**src/rtl/bram_pkg.sv**
```systemverilog
`default_nettype none
// +----------------------------------------------------------------------+
// | bram_pkg: shared types and constants for the BRAM port server.       |
// | Rev 1.0                                                              |
// +----------------------------------------------------------------------+
package bram_pkg;

  localparam int ADDR_W_DEF     = 10;
  localparam int DATA_W_DEF     = 32;
  localparam int BE_W_DEF       = DATA_W_DEF / 8;
  localparam int RAM_RD_LATENCY = 1;

  typedef logic [ADDR_W_DEF-1:0] addr_t;
  typedef logic [DATA_W_DEF-1:0] data_t;
  typedef logic [BE_W_DEF-1:0]   be_t;

  typedef struct packed {
    logic  we;
    addr_t addr;
    data_t wdata;
    be_t   be;
  } bram_req_t;

  // Byte-lane merge as the RAM applies a masked write.
  function automatic data_t be_merge(data_t old_d, data_t new_d, be_t be);
    data_t r;
    r = old_d;
    for (int i = 0; i < BE_W_DEF; i++) begin
      if (be[i]) r[8*i +: 8] = new_d[8*i +: 8];
    end
    return r;
  endfunction

endpackage
`default_nettype wire

```
**src/rtl/bram_port_server_if.sv**
```systemverilog
`default_nettype none
// +----------------------------------------------------------------------+
// | bram_port_server_if: request/response streams of the BRAM port server|
// | Rev 1.0                                                              |
// +----------------------------------------------------------------------+
interface bram_port_server_if #(
  parameter int ADDR_WIDTH = 10,
  parameter int DATA_WIDTH = 32,
  parameter int BE_WIDTH   = DATA_WIDTH / 8
);
  logic                  req_valid;
  logic                  req_ready;
  logic                  req_we;
  logic [ADDR_WIDTH-1:0] req_addr;
  logic [DATA_WIDTH-1:0] req_wdata;
  logic [BE_WIDTH-1:0]   req_be;
  logic                  rsp_valid;
  logic                  rsp_ready;
  logic [DATA_WIDTH-1:0] rsp_rdata;

  modport master (
    output req_valid, req_we, req_addr, req_wdata, req_be, rsp_ready,
    input  req_ready, rsp_valid, rsp_rdata
  );

  modport slave (
    input  req_valid, req_we, req_addr, req_wdata, req_be, rsp_ready,
    output req_ready, rsp_valid, rsp_rdata
  );
endinterface
`default_nettype wire

```
**src/rtl/bram_rsp_fifo.sv**
```systemverilog
`default_nettype none
// +----------------------------------------------------------------------+
// | bram_rsp_fifo: read-response buffer with registered head entry.      |
// | Rev 1.0                                                              |
// +----------------------------------------------------------------------+
module bram_rsp_fifo #(
  parameter int DEPTH      = 2,
  parameter int DATA_WIDTH = 32
) (
  input  logic                      CLK,
  input  logic                      RST_N,
  input  logic                      push,
  input  logic [DATA_WIDTH-1:0]     push_data,
  input  logic                      pop,
  output logic [$clog2(DEPTH):0]    occ,
  output logic [DATA_WIDTH-1:0]     head
);
  localparam int PW = $clog2(DEPTH);

  logic [DATA_WIDTH-1:0] mem [DEPTH];
  logic [PW-1:0]         wr_ptr;
  logic [PW-1:0]         rd_ptr;

  always_ff @(posedge CLK) begin
    if (!RST_N) begin
      wr_ptr <= '0;
      rd_ptr <= '0;
      occ    <= '0;
    end else begin
      if (push) wr_ptr <= wr_ptr + PW'(1);
      if (pop)  rd_ptr <= rd_ptr + PW'(1);
      case ({push, pop})
        2'b10:   occ <= occ + 1'b1;
        2'b01:   occ <= occ - 1'b1;
        default: occ <= occ;
      endcase
    end
  end

  // Storage needs no reset; occupancy alone decides validity.
  always_ff @(posedge CLK) begin
    if (push) mem[wr_ptr] <= push_data;
  end

  assign head = mem[rd_ptr];

endmodule
`default_nettype wire

```
**src/rtl/bram_port_server.sv**
```systemverilog
`default_nettype none
// +----------------------------------------------------------------------+
// | bram_port_server: valid/ready front-end for one BRAM port.           |
// | Rev 1.0                                                              |
// +----------------------------------------------------------------------+
module bram_port_server
  import bram_pkg::*;
#(
  parameter int ADDR_WIDTH = 10,
  parameter int DATA_WIDTH = 32,
  parameter int BE_WIDTH   = DATA_WIDTH / 8,
  parameter int RSP_DEPTH  = 2
) (
  input  logic                   CLK,
  input  logic                   RST_N,
  bram_port_server_if.slave      bus,
  output logic [ADDR_WIDTH-1:0]  ram_addr,
  output logic [DATA_WIDTH-1:0]  ram_di,
  output logic                   ram_we,
  output logic                   ram_re,
  output logic [BE_WIDTH-1:0]    ram_be,
  input  logic [DATA_WIDTH-1:0]  ram_do,
  input  logic                   peer_we,
  input  logic [ADDR_WIDTH-1:0]  peer_addr
);
  localparam int OW = $clog2(RSP_DEPTH) + 1;
  localparam int CW = OW + 1;

  logic                      fire;
  logic                      collide;
  logic                      credit;
  logic                      push;
  logic                      pop;
  logic [OW-1:0]             occ;
  logic [CW-1:0]             pending;
  logic [RAM_RD_LATENCY-1:0] rd_pipe;

  // A read racing a peer write to the same word would return X from the RAM.
  assign collide = ~bus.req_we & peer_we & (peer_addr == bus.req_addr);

  // Every fired request, write or read, must find a free response slot.
  assign pending = CW'(occ) + CW'($countones(rd_pipe)) - CW'(pop);
  assign credit  = (pending < CW'(RSP_DEPTH));

  assign bus.req_ready = RST_N & credit & ~collide;
  assign fire          = bus.req_valid & bus.req_ready;

  assign ram_addr = bus.req_addr;
  assign ram_di   = bus.req_wdata;
  assign ram_be   = bus.req_be;
  assign ram_we   = fire & bus.req_we;
  assign ram_re   = fire & ~bus.req_we;

  always_ff @(posedge CLK) begin
    if (!RST_N) begin
      rd_pipe <= '0;
    end else begin
      rd_pipe[0] <= ram_re;
      for (int i = 1; i < RAM_RD_LATENCY; i++) rd_pipe[i] <= rd_pipe[i-1];
    end
  end

  assign push          = rd_pipe[RAM_RD_LATENCY-1];
  assign pop           = bus.rsp_valid & bus.rsp_ready;
  assign bus.rsp_valid = (occ != '0);

  bram_rsp_fifo #(
    .DEPTH      (RSP_DEPTH),
    .DATA_WIDTH (DATA_WIDTH)
  ) u_rsp_fifo (
    .CLK       (CLK),
    .RST_N     (RST_N),
    .push      (push),
    .push_data (ram_do),
    .pop       (pop),
    .occ       (occ),
    .head      (bus.rsp_rdata)
  );

endmodule
`default_nettype wire

```
**src/flat_wrapper.sv**
```systemverilog
// flat-port wrapper written by rule: the top's interface ports become plain ports
module bram_port_server_flat import bram_pkg::*;
#(
  parameter int ADDR_WIDTH = 10,
  parameter int DATA_WIDTH = 32,
  parameter int BE_WIDTH   = DATA_WIDTH / 8,
  parameter int RSP_DEPTH  = 2
)
  (CLK, RST_N, ram_addr, ram_di, ram_we, ram_re, ram_be, ram_do, peer_we, peer_addr, bus_req_valid, bus_req_we, bus_req_addr, bus_req_wdata, bus_req_be, bus_rsp_ready, bus_req_ready, bus_rsp_valid, bus_rsp_rdata);
  bram_port_server_if #(.ADDR_WIDTH(ADDR_WIDTH), .DATA_WIDTH(DATA_WIDTH), .BE_WIDTH(BE_WIDTH)) bus_i ();
  input  logic CLK;
  input  logic RST_N;
  output logic [ADDR_WIDTH-1:0] ram_addr;
  output logic [DATA_WIDTH-1:0] ram_di;
  output logic ram_we;
  output logic ram_re;
  output logic [BE_WIDTH-1:0] ram_be;
  input  logic [DATA_WIDTH-1:0] ram_do;
  input  logic peer_we;
  input  logic [ADDR_WIDTH-1:0] peer_addr;
  input wire logic [$bits(bus_i.req_valid)-1:0] bus_req_valid;
  input wire logic [$bits(bus_i.req_we)-1:0] bus_req_we;
  input wire logic [$bits(bus_i.req_addr)-1:0] bus_req_addr;
  input wire logic [$bits(bus_i.req_wdata)-1:0] bus_req_wdata;
  input wire logic [$bits(bus_i.req_be)-1:0] bus_req_be;
  input wire logic [$bits(bus_i.rsp_ready)-1:0] bus_rsp_ready;
  output wire logic [$bits(bus_i.req_ready)-1:0] bus_req_ready;
  output wire logic [$bits(bus_i.rsp_valid)-1:0] bus_rsp_valid;
  output wire logic [$bits(bus_i.rsp_rdata)-1:0] bus_rsp_rdata;
  assign bus_i.req_valid = bus_req_valid;
  assign bus_i.req_we = bus_req_we;
  assign bus_i.req_addr = bus_req_addr;
  assign bus_i.req_wdata = bus_req_wdata;
  assign bus_i.req_be = bus_req_be;
  assign bus_i.rsp_ready = bus_rsp_ready;
  assign bus_req_ready = bus_i.req_ready;
  assign bus_rsp_valid = bus_i.rsp_valid;
  assign bus_rsp_rdata = bus_i.rsp_rdata;
  bram_port_server #(.ADDR_WIDTH(ADDR_WIDTH), .DATA_WIDTH(DATA_WIDTH), .BE_WIDTH(BE_WIDTH), .RSP_DEPTH(RSP_DEPTH)) u_core (.CLK(CLK), .RST_N(RST_N), .bus(bus_i), .ram_addr(ram_addr), .ram_di(ram_di), .ram_we(ram_we), .ram_re(ram_re), .ram_be(ram_be), .ram_do(ram_do), .peer_we(peer_we), .peer_addr(peer_addr));
endmodule
```
**config.mk**
```make
export PLATFORM = sky130hd
export DESIGN_NAME = bram_port_server_flat
export DESIGN_NICKNAME = d
export VERILOG_FILES = /design/src/rtl/bram_pkg.sv /design/src/rtl/bram_port_server_if.sv /design/src/rtl/bram_rsp_fifo.sv /design/src/rtl/bram_port_server.sv /design/src/flat_wrapper.sv
export SDC_FILE = /design/constraint.sdc
export NUM_CORES = 1
export LEC_CHECK = 0
export CORE_AREA = 4 4 92 94
export CTS_CLUSTER_SIZE = 24
export DETAILED_ROUTE_END_ITERATION = 10
export DIE_AREA = 0 0 96 98
export PLACE_DENSITY = 0.84
export SYNTH_ARGS = -nofsm -noshare
export SYNTH_HDL_FRONTEND = slang
export SYNTH_SLANG_ARGS = --single-unit
```
**constraint.sdc**
```tcl
create_clock -name CLK -period 6.9 [get_ports CLK]
set_clock_uncertainty 0.2 [all_clocks]
set_input_delay 1.38 -clock CLK [delete_from_list [all_inputs] [get_ports CLK]]
set_output_delay 1.38 -clock CLK [all_outputs]
set_load 0.1 [all_outputs]
```
Word level (Yosys, flattened, before mapping)
Memory sizes are Yosys's and may differ from the RTL's. A register that Yosys moved wholly into a read port is not among the register bits. Index checks and enable logic that the tools add are counted. W data, S select, Z words.

Add/subtract/negate cells: 6. Multiplexer cells: 5. Reduce and logical (&&, ||, !) cells: 2. $lt $le $gt $ge: 1. Bitwise logic cells: 10. Eq/ne operators: 3.

Operators with widths (count): $eq A10 B10 Y1 (1); $and A1 B1 Y1 (8); $mux W1 (4); $pmux W2 S2 (1); $reduce_bool A2 Y1 (2); $add A2 B1 Y3 (1); $lt A3 B2 Y1 const B (1); $sub A3 B1 Y3 (1); $add A1 B1 Y1 const B (2); $add A2 B1 Y2 const B (1); $eq A2 B1 Y1 const B (1); $eq A2 B2 Y1 const B (1); $not A1 Y1 (2); $sub A2 B1 Y2 const B (1).

Flip-flop bits (word level): 5. Output and inout bits: 82. Memories kept: 1. Memory bits (writable): 64. Logic and storage cells: 32. Input port bits: 94.

Memories: u_core.u_rsp_fifo.mem (words 2, bits a word 32, rd ports 1, clocked after Yosys merged registers in 1, write ports 1, RTL line bram_rsp_fifo.sv:20) `logic [DATA_WIDTH-1:0] mem [DEPTH];`.

Depth between registers and ports, before layout
Depth after elaboration: 8. Gate-level depth with buffers: 9. Mapped depth without buffers: 9.

Hierarchy
Synthesis repeated with hierarchy kept, for this count alone.

Cell total of the unflattened synthesis: 195. Area total of the unflattened synthesis: 3096.7 um^2.

Modules (own cells, without submodules): bram_rsp_fifo (instances 1, area an instance 2513.7 um^2, cells an instance 120); bram_port_server (instances 1, area an instance 583.1 um^2, cells an instance 75).

Least setup slack after synthesis
OpenSTA, ideal clock, no wires.

Path kind: input -> output. Start: input port bus_rsp_ready. End: output port ram_re. Path slack: 0.472 ns. Data arrival time: 4.848 ns. Stages on the path: 8. Buffers on the path: 0. Required time: 5.320 ns. Path through: and2_4 ha_1 or2b_1 fa_1 xnor2_1 and3_1 nand2_1 nor3_1.

Word-level cells in the longest chain between the ends: 7.

Ends and longest elaborated chain: from (decl) (RTL line flat_wrapper.sv:26) `input wire logic [$bits(bus_i.rsp_ready)-1:0] bus_rsp_ready;`; $and A1 B1 Y1 (RTL line bram_port_server.sv:64) `assign pop = bus.rsp_valid & bus.rsp_ready;`; $sub A3 B1 Y3 (RTL line bram_port_server.sv:42) `assign pending = CW'(occ) + CW'($countones(rd_pipe)) - CW'(pop);`; $lt A3 B2 Y1 (RTL line bram_port_server.sv:43) `assign credit = (pending < CW'(RSP_DEPTH));`; $and A1 B1 Y1 (2 in a row) (RTL line bram_port_server.sv:45) `assign bus.req_ready = RST_N & credit & ~collide;`; $and A1 B1 Y1 (RTL line bram_port_server.sv:46) `assign fire = bus.req_valid & bus.req_ready;`; $and A1 B1 Y1 (RTL line bram_port_server.sv:52) `assign ram_re = fire & ~bus.req_we;`; to (decl) (RTL line flat_wrapper.sv:16) `output logic ram_re;`.

No other way between the ends.

Final worst setup path
Start: input port bus_rsp_ready. End: output port ram_re.

Word-level cells in the longest chain between the ends: 7.

Ends and longest elaborated chain: $and A1 B1 Y1 (RTL line bram_port_server.sv:64); via u_core.pop (RTL line bram_port_server.sv:33) `logic pop;`; $sub A3 B1 Y3 (RTL line bram_port_server.sv:42); $lt A3 B2 Y1 (RTL line bram_port_server.sv:43); $and A1 B1 Y1 (2 in a row) (RTL line bram_port_server.sv:45); $and A1 B1 Y1 (RTL line bram_port_server.sv:46); $and A1 B1 Y1 (RTL line bram_port_server.sv:52).

The timed path passes the listed nets, and every way through them passes these cells.

==> key figures <==
Worst setup path
  – Data required time at the worst endpoint: 5.32 ns
  – Crit path capture type: primary output
  – Worst R2R Setup Slack: 4.29 ns
  – End of the worst register-to-register path: u_core.push
  – Maximum fanout along the worst path: 4
  – Worst path cell trace: clkdlybuf4s50_1, and2_4, ha_1, or2b_1, fa_1, xnor2_1, and3_1, nand2_1, nor3_1, buf_4
  – Crit Path Class: primary input to primary output
  – Peak per-stage delay on the critical path: 0.40 ns
  – CP startpoint kind: primary input
  – RR Startpoint: u_core.u_rsp_fifo.occ[1]
  – Critical path buffers and inverters: 2
  – Setup crit start: bus_rsp_ready
  – Worst path top cell family by delay: simple AND/OR/NAND/NOR gates
  – Worst reg2reg path depth: 9
  – Slowest cell on the critical path: clkdlybuf4s50_1
  – Critical path arrival: 3.80 ns

Pwr
  – Internal power: 0.798 mW
  – Sw power: 0.515 mW
  – Clk pwr share: 0.243
  – Worst vdd ir: 0.123 mV
  – Reg power frac: 0.382
  – Net switching fraction of the power: 0.392
  – Pwr per Cell Area: 321 nW/um2
  – Comb pwr share: 0.375
  – Leakage power: 1.37 nW

Drt
  – Vias: 1,704
  – DRT Pass-1 Iters: 4
  – Antenna-violating nets left: 0
  – DR iter-0 viols: 37
  – Wire per inst: 16.3 um
  – Final wirelength: 5980 um
  – Via density: 4.64
  – DRC: 0

Floorplanning
  – Die H: 98 um
  – # rows: 32
  – IO Count: 176
  – Die Area: 9410 um2
  – Die X: 96 um
  – Core ar.: 7650 um2
  – Initial Utilization: 0.404

Global route
  – Number of global-route vias before repair: 1,818
  – Grt ovf: 0
  – Initial antenna violation count: 0
  – First-pass GRT wire length: 9000 um
  – Largest net degree at the start of global routing: 34
  – Gr usage total: 0.129

Clocking
  – CTS-repair resized insts: 0
  – CTS sink count: 70
  – Setup Buffers After CTS: 0
  – Root Driver: clkbuf_8
  – CTS H-tree depth: 3
  – CTS tree: built
  – Worst skew pair latency: 0.33 ns
  – Hold_buf cts: 0
  – Clock buffer depth: 2
  – Num CTS Buffers: 9
  – Worst-path clk slew: 0.07 ns

Cells and area
  – Non-filler cells, final: 367
  – Layout cells sized above 1: 0.189
  – Ant. Diodes: 0
  – Fin nets: 357
  – Area grow syn2layout: 32.6%
  – Commonest non-fill, non-tap cell in the layout: clkdlybuf4s50_1
  – Most frequent cells in the layout: 100 x clkdlybuf4s50_1, 64 x edfxtp_1, 26 x mux2_2

Min path
  – Hold Path Stages: 2
  – WHS Endpoint: u_core.u_rsp_fifo.occ[1]
  – Hold wc startpoint: u_core.u_rsp_fifo.occ[1]
  – Worst hold path class: flop to flop

STA
  – Min Tclk post-route: 5.38 ns
  – Hold Vio Cnt, Final: 0
  – Fmax: 186 MHz
  – RSZ-0062 raised after global routing: false
  – Final slew viol count: 0
  – Actual slew at the worst max-slew pin: 1.00 ns
  – Relative slew slack: 0.329
  – TNS Setup: 0 ns
  – Final worst-path cycle share: 0.780
  – Final setup violation count: 0

Yosys
  – Yosys cell types: 27
  – Avg Cell Area, Syn: 15.9 um2
  – EDFF count, synth: 64
  – Synth warn: 0
  – Register area share after synthesis: 0.661
  – Synth Flop Type: edfxtp_1
  – Cell Area, Synth: 3090 um2
  – Register bit total from synthesis: 70
  – Post-Syn Nets: 291
  – Ys async rst share: 0
  – Synth Instances: 194

Placement
  – GPL Wtd Cong: 0.742
  – Cells after DPL: 351
  – IO Port Bufs: 103
  – DPL Wire Length: 4310 um

Run
  – Maxcap violations: 0

Run status
  – Status: finished clean
## cells by family (layout without fill, tap and decap cells)
family / Yosys count / after routing / share of synthesized area
DFF: 70 / 70 / 0.661
and+or+nand+nor: 22 / 22 / 0.0425
buffers and inverters: 51 / 122 / 0.119
muxes: 32 / 32 / 0.117
AOI/OAI and AO/OA: 3 / 3 / 0.00648
xor gates and xnor gates: 13 / 13 / 0.0393
adders and majority gates: 3 / 3 / 0.0146
## worst max path at each step
stage | endpoint | slack, ns | cells after the start
after detailed placement | ram_re | 1.51 | 10
final | ram_re | 1.52 | 10
after CTS | ram_re | 1.51 | 10
after global placement | ram_re | 1.57 | 10
after floorplan | ram_re | 0.47 | 8
after global routing | ram_re | 1.34 | 10
## synthesized netlist by cell type (2+ instances only)
| master | instances | share of area |
|---|---|---|
| xnor2_1 | 12 | 0.034 |
| and3_1 | 3 | 0.0061 |
| mux2_1 | 6 | 0.022 |
| nor3_1 | 3 | 0.0049 |
| ha_1 | 2 | 0.0081 |
| buf_2 | 4 | 0.0065 |
| dfxtp_1 | 6 | 0.039 |
| nor2b_1 | 5 | 0.010 |
| mux2_2 | 26 | 0.095 |
| edfxtp_1 | 64 | 0.62 |
| buf_4 | 46 | 0.11 |
| nand4_1 | 2 | 0.0040 |
## worst min-delay path, cell delays in order, from the launching register on
cell and delay, ns:
dfxtp_1 0.36, o21ai_0 0.09, a21boi_1 0.06
## layer usage
layer,GRT usage,part of all wire
met1,0.139,0.37
met4,0.0919,0.042
met5,0,0
met3,0.0416,0.082
met2,0.209,0.50
## state kept, by name, indices dropped and copies added (netlist names), named ones only
name	flops
u_core.u_rsp_fifo.mem	64
u_core.u_rsp_fifo.occ	2
u_core.push	1
u_core.u_rsp_fifo.rd_ptr	1
u_core.u_rsp_fifo.wr_ptr	1
## power by group through the flow
| stage | clock, mW | sequential (mW) | combinational [mW] |
|---|---|---|---|
| floorplan | 0 | 0.504 | 0.484 |
| global placement | 0 | 0.511 | 0.493 |
| detailed placement | 0 | 0.512 | 0.496 |
| CTS | 0.332 | 0.503 | 0.498 |
| global route | 0.348 | 0.505 | 0.513 |
| finish | 0.319 | 0.502 | 0.493 |
## stage by stage
stage                     setup WS, ns  hold WS (ns)  total power [mW]  cell area (um2)   util
after global routing              1.34         0.410              1.37             4100  0.536
after global placement            1.57         0.336              1.00             3900  0.510
after CTS                         1.51         0.362              1.33             4100  0.536
after floorplan                  0.472         0.314             0.988             3090      -
final                             1.52         0.357              1.31             4100  0.536
after detailed placement          1.51         0.345              1.01             3900  0.510
## cell type report
cell class | count | area (um2)
inverter | 1 | 3.75
sequential | 70 | 2040
fill | 641 | 3550
clock buffer | 9 | 124
tap | 102 | 128
timing repair buffer | 105 | 1040
multi-input combinational | 73 | 686
clock inverter | 7 | 73.8
(Power assumes the default switching activity.)
